**config.mk**
```make
export PLATFORM = sky130hd
export DESIGN_NAME = regfile_mp
export DESIGN_NICKNAME = d
export VERILOG_FILES = /design/src/rtl/regfile_mp.sv
export SDC_FILE = /design/constraint.sdc
export NUM_CORES = 1
export LEC_CHECK = 0
export ABC_AREA = 1
export BUFFER_PORTS_ARGS = -buffer_cell sky130_fd_sc_hd__buf_2
export CAP_MARGIN = 20
export CORE_ASPECT_RATIO = 1.2
export CORE_MARGIN = 3
export CORE_UTILIZATION = 45
export DETAILED_ROUTE_END_ITERATION = 12
export PLACE_DENSITY_LB_ADDON = 0.12
export REMOVE_ABC_BUFFERS = 1
export SKIP_CTS_REPAIR_TIMING = 1
export SKIP_LAST_GASP = 1
export SYNTH_ARGS = -nofsm -noshare
export SYNTH_HDL_FRONTEND = slang
export SYNTH_SLANG_ARGS = --single-unit
export TNS_END_PERCENT = 100
```
**constraint.sdc**
```tcl
create_clock -name clk -period 4.15 [get_ports clk]
set_input_delay 0.2075 -clock clk [delete_from_list [all_inputs] [get_ports clk]]
set_output_delay 0.2075 -clock clk [all_outputs]
set_load 0.1 [all_outputs]
```
**src/rtl/regfile_mp.sv**
```systemverilog
`default_nettype none
// ============================================================================
// Module      : regfile_mp
// Description : Multi-ported register file with one write port, two
//               independent combinational read ports and per-register
//               pending (scoreboard) bits with a reserve-collision flag.
//               Same-cycle write-to-read forwarding is enabled by defining
//               REGFILE_MP_BYPASS_EN.
// Revision    : 1.0 - initial release
// ============================================================================
module regfile_mp #(
    parameter int DATA_W = 16,
    parameter int ADDR_W = 3
) (
    input  logic              clk,
    input  logic              reset,
    input  logic [DATA_W-1:0] data_in,
    input  logic [ADDR_W-1:0] writenum,
    input  logic              write,
    input  logic [ADDR_W-1:0] readnum_a,
    input  logic [ADDR_W-1:0] readnum_b,
    output logic [DATA_W-1:0] data_out_a,
    output logic [DATA_W-1:0] data_out_b,
    input  logic              rsv,
    input  logic [ADDR_W-1:0] rsvnum,
    output logic              busy_a,
    output logic              busy_b,
    output logic              rsv_err
);

    localparam int c_num_regs = 2 ** ADDR_W;

    logic [DATA_W-1:0]     r_regs [c_num_regs];
    logic [c_num_regs-1:0] r_pending;
    logic                  r_rsv_err;

    logic [c_num_regs-1:0] w_pending_nxt;
    logic                  w_rsv_err_nxt;

    // Clear-then-set ordering gives the reserve priority when both name the same register.
    always_comb begin
        w_pending_nxt = r_pending;
        if (write) begin
            w_pending_nxt[writenum] = 1'b0;
        end
        if (rsv) begin
            w_pending_nxt[rsvnum] = 1'b1;
        end
    end

    assign w_rsv_err_nxt = rsv && r_pending[rsvnum] && !(write && (writenum == rsvnum));

    always_ff @(posedge clk or posedge reset) begin
        if (reset) begin
            for (int i = 0; i < c_num_regs; i++) begin
                r_regs[i] <= '0;
            end
            r_pending <= '0;
            r_rsv_err <= 1'b0;
        end else begin
            if (write) begin
                r_regs[writenum] <= data_in;
            end
            r_pending <= w_pending_nxt;
            r_rsv_err <= w_rsv_err_nxt;
        end
    end

    assign rsv_err = r_rsv_err;

`ifdef REGFILE_MP_BYPASS_EN
    logic w_hit_a;
    logic w_hit_b;

    // A write landing this cycle completes the producer, so the reader sees it as not busy.
    assign w_hit_a    = write && (writenum == readnum_a);
    assign w_hit_b    = write && (writenum == readnum_b);
    assign data_out_a = w_hit_a ? data_in : r_regs[readnum_a];
    assign data_out_b = w_hit_b ? data_in : r_regs[readnum_b];
    assign busy_a     = !w_hit_a && r_pending[readnum_a];
    assign busy_b     = !w_hit_b && r_pending[readnum_b];
`else
    assign data_out_a = r_regs[readnum_a];
    assign data_out_b = r_regs[readnum_b];
    assign busy_a     = r_pending[readnum_a];
    assign busy_b     = r_pending[readnum_b];
`endif

endmodule
`default_nettype wire

```
* Word level (Yosys, flattened, before mapping)
Cells that the tools add are included.
Word-level totals: register bits 137, word-level logic and storage cells 55, output and inout port bits 35, input bits 32
Cells by class: order comparisons 10, multiplexer cells 21, bitwise operators 6, reductions and logical operators 7, equality and inequality tests 1
Operators by type and width (count):
- $bwmux W128 | 1
- $bmux W16 S3 | 2
- $mux W16 | 5
- $demux W16 S3 | 1
- $lt A3 B4 Y1 const B | 4
- $mux W8 | 2
- $ge A4 B4 Y1 const B | 3
- $not A3 Y4 | 3
- $bmux W1 S3 | 3
- $and A8 B8 Y8 | 1
- $not A8 Y8 | 1
- $or A8 B8 Y8 | 1
- $demux W1 S3 | 2
- $ge A3 B1 Y1 const B | 2
- $logic_and A1 B1 Y1 | 6
- $mux W1 | 5
- $lt A4 B1 Y1 const B | 1
- $eq A3 B3 Y1 | 1
- $logic_not A1 Y1 | 1

* Longest topological paths before layout
word-level depth 9, gate-level depth with buffers 7, depth with buffers taken out 7

* Worst setup path after synthesis
Ideal clock, no wire load.
kind input to output, from input port readnum_b[0], to output port data_out_b[11], required time 3.943 ns, cell stages on the path 7, path slack 2.393 ns, arrival 1.549 ns, cell sequence buf_2 > buf_4 > buf_2 > o211ai_1 > nand2_1 > nand2_1 > nand2_1
Between the ends: word-level cells in the longest chain between the ends 4
Ends and longest elaborated chain:
- from (decl) | RTL line 21 | input logic [ADDR_W-1:0] readnum_b,
- $not A3 Y4 (implied by the code) | RTL line 84 | assign data_out_b = r_regs[readnum_b];
- $bmux W16 S3 | RTL line 84
- $mux W16 (implied by the code) (2 in series) | RTL line 84
- to (decl) | RTL line 23 | output logic [DATA_W-1:0] data_out_b,
No other way between the ends. The select of a mux whose other input is x is not followed.

* Final worst setup path
from input port readnum_b[1], to output port data_out_b[5]
Same word-level chain as after synthesis.

==> results.py <==
metrics = {
    "sta": {
        "slew_viol_final": 0,
        "fin_setup_tns_ps": 0,
        "finalHoldViolCount": 4,
        "worst_slew_pin_slew_ps": 851.1,
        "relSlewSlack_pct": 42.91,
        "finClkSkew_ps": 4.675,
        "setup_viol": 0,
        "period_minus_slack_ps": 2411,
        "rsz0062_at_grt": "no",
        "hold-worst-slack_ps": -3.634,
        "fmax_mhz": 414.7,
        "fin_crit_sh_pct": 58.11,
    },
    "logic_synthesis": {
        "synth_area_leaders": "dfrtp_1 (44%), nand2_1 (23%), o211ai_1 (13%), o21ai_0 (8.5%), inv_1 (4.8%)",
        "synth_cells": 1077,
        "synth_warnings": 0,
        "yosysTopAreaCell": "dfrtp_1",
        "ys_ff_latch": 137,
        "synth_top_area_share_pct": 44.34,
        "yosysSeqAreaShare_pct": 44.34,
        "syn_avg_cell_area_um2": 7.180,
        "ys_types": 18,
        "synthesis.area_um2": 7732,
    },
    "critical_path": {
        "rr_worst_depth": 6,
        "worst-path-stages": 9,
        "crit_path_end": "data_out_b[5]",
        "max_stage_delay_ps": 430,
        "worstPathRequired_ps": 3940,
        "critPathMaxFanout": 35,
        "timing.rr.start": "r_pending[7]",
        "path_cells": "buf_2 > buf_4 > clkinv_1 > buf_4 > o211ai_1 > nand2_1 > nand2_1 > nand2_1 > buf_2",
        "crit_top_cell": "nand2_1",
        "crit_path_start_kind": "primary input",
        "reg2reg_to": "rsv_err",
        "crit_path_end_kind": "primary output",
        "cp_slowest_cell": "buf_4",
        "ff2ff_setup_slack_ps": 3230,
        "cp-startpoint": "readnum_b[1]",
        "path_buf_inv": 5,
        "cp_data_arrival_time_ps": 2200,
        "crit_type": "in2out",
        "cp_top_family": "buffers and inverters",
    },
    "clock_tree": {
        "cts_buffers": 17,
        "htreeDepth": 4,
        "cts_tree": "done",
        "cts.path.max_buffers": 2,
        "path_clk_slew_ps": 60,
        "clk_latency_ps": 430,
        "root_buffer": "clkbuf_16",
        "cts_sinks": 137,
    },
    "global_route": {
        "grt_overflow": 0,
        "first_global_vias": 6794,
        "grt_pass1_wl_um": 35440,
        "grt_max_degree": 124,
        "antenna_found_initial": 1,
        "track_usage_pct": 23.76,
    },
    "finish": {
        "nets": 1140,
        "drive_above_1_share_pct": 10.71,
        "seq_area_um2": 3428,
        "synthToLayoutAreaGrowth_pct": 13.53,
        "post-route-util_pct": 53.12,
        "antennaDiodeCount": 0,
        "design_area_um2": 8778,
        "fill_cells": 1694,
        "multi_input_area_um2": 3568,
    },
    "floorplan": {
        "fp.dieArea_um2": 18800,
        "die_h_um": 149.6,
        "initial_core_util_pct": 46.79,
        "rows": 51,
        "core_area_um2": 16530,
        "die_x_um": 125.7,
        "io_pins": 67,
    },
    "run_status": {
        "status": "complete, but fails checks",
        "violations": "hold timing",
    },
    "route": {
        "routed_wl_um": 21190,
        "dr.pass1.iters": 7,
        "wl_per_cell_um": 15.91,
        "via_count": 7138,
        "drc": 0,
        "dr.first_iter.drc_count": 527,
        "antenna_left": 0,
        "drt-vias-per-instance": 5.359,
    },
    "placement": {
        "globalplace.congestion": 0.8213,
        "dpl.hpwl_um": 12610,
        "io_buffer_count": 66,
        "detailed_place.area_um2": 8120,
    },
    "hold_path": {
        "hold_path_class": "in2reg",
        "hold_start": "data_in[3]",
    },
    "power": {
        "leakage_nw": 4.545,
        "power.density_nw_per_um2": 516.7,
        "irDropWorstVdd_v": 0.0002923,
    },
    "job": {
        "cap_violations": 0,
    },
}
[power breakdown]
group          total, W  internal, W  switching [W]  leakage, nW
Sequential      0.00175      0.00159       0.000162         1.71
Combinational   0.00122     0.000317       0.000906         2.54
Clock           0.00156      0.00100       0.000561        0.299
[worst register-to-register path, stage by stage (launching register included)]
cell and delay (ps):
dfrtp_1 350, inv_1 130, nand2_1 60, nand3_1 80
nand2_1 50, nor2_1 90, nor2_1 40
[per-layer routing]
metal	GRT usage (%)	vias to the layer above	part of all wire, %
met1	31.56	3351	46
met5	0	-	0.033
met2	39.40	171	48
met3	4.213	28	4.8
li1	-	3586	-
met4	8.134	2	1.5
[how the worst min path moves through the flow]
stage	cells past startpoint	end
2_1_floorplan	1	r_pending[6]
3_3_place_gp	2	r_regs[13]
3_5_place_dp	2	r_regs[13]
4_1_cts	2	r_regs[13]
5_1_grt	3	r_regs[13]
6_report	3	r_regs[3]
[cell type report]
cell class                 count  area share (%)
clock buffer                  23           5.559
clock inverter                 8           1.340
inverter                     104           4.504
multi-input combinational    762           40.65
sequential                   137           39.05
tap                          212           3.022
timing repair buffer          86           5.872
[kinds of logic after synthesis]
kind of cell / share of synthesized area (%)
simple gates: 24.06
compound gates: 22.02
buf+inv: 9.579
flops: 44.34
[cells in the mapped netlist]
library cell and n:
nor2_2 1, clkbuf_1 18, o22ai_1 1, buf_2 44, o211ai_1 136, inv_2 2
buf_1 4, nand2_1 472, o21ai_0 132, o21ai_1 3, dfrtp_1 137, nand3_1 5
clkbuf_2 5, nor3_4 1, buf_4 3, nor2_1 11, inv_1 98, clkinv_1 4
[registers in the layout, summed over array words and instances, names as in the netlist]
register and count:
r_pending 8, r_regs 128, rsv_err 1
[through the flow]
stage | power [W] | instances | hold slack [ps] | worst slack (ps)
finish | 0.004536 | 1332 | -3.634 | 1739
global route | 0.004791 | 1332 | 22.38 | 1579
global placement | 0.002976 | 1298 | 381.7 | 1737
floorplan | 0.002688 | 1003 | 314.8 | 274.7
detailed placement | 0.002991 | 1298 | 373.7 | 1736
CTS | 0.004559 | 1329 | -79.00 | 1732
[cells in the final DEF (no fill, tap or decap), types with 2 or more instances in the layout]
cell,synthesis,layout
buf_2,44,64
buf_4,3,19
bufinv_16,0,3
clkbuf_1,18,2
clkbuf_16,0,17
clkbuf_8,0,4
clkinv_1,4,4
clkinv_2,0,4
dfrtp_1,137,137
inv_1,98,97
inv_2,2,2
nand2_1,472,472
nand3_1,5,4
nor2_1,11,11
o211ai_1,136,136
o21ai_0,132,132
o21ai_1,3,3
No activity file was read; power rests on OpenSTA's default activity.
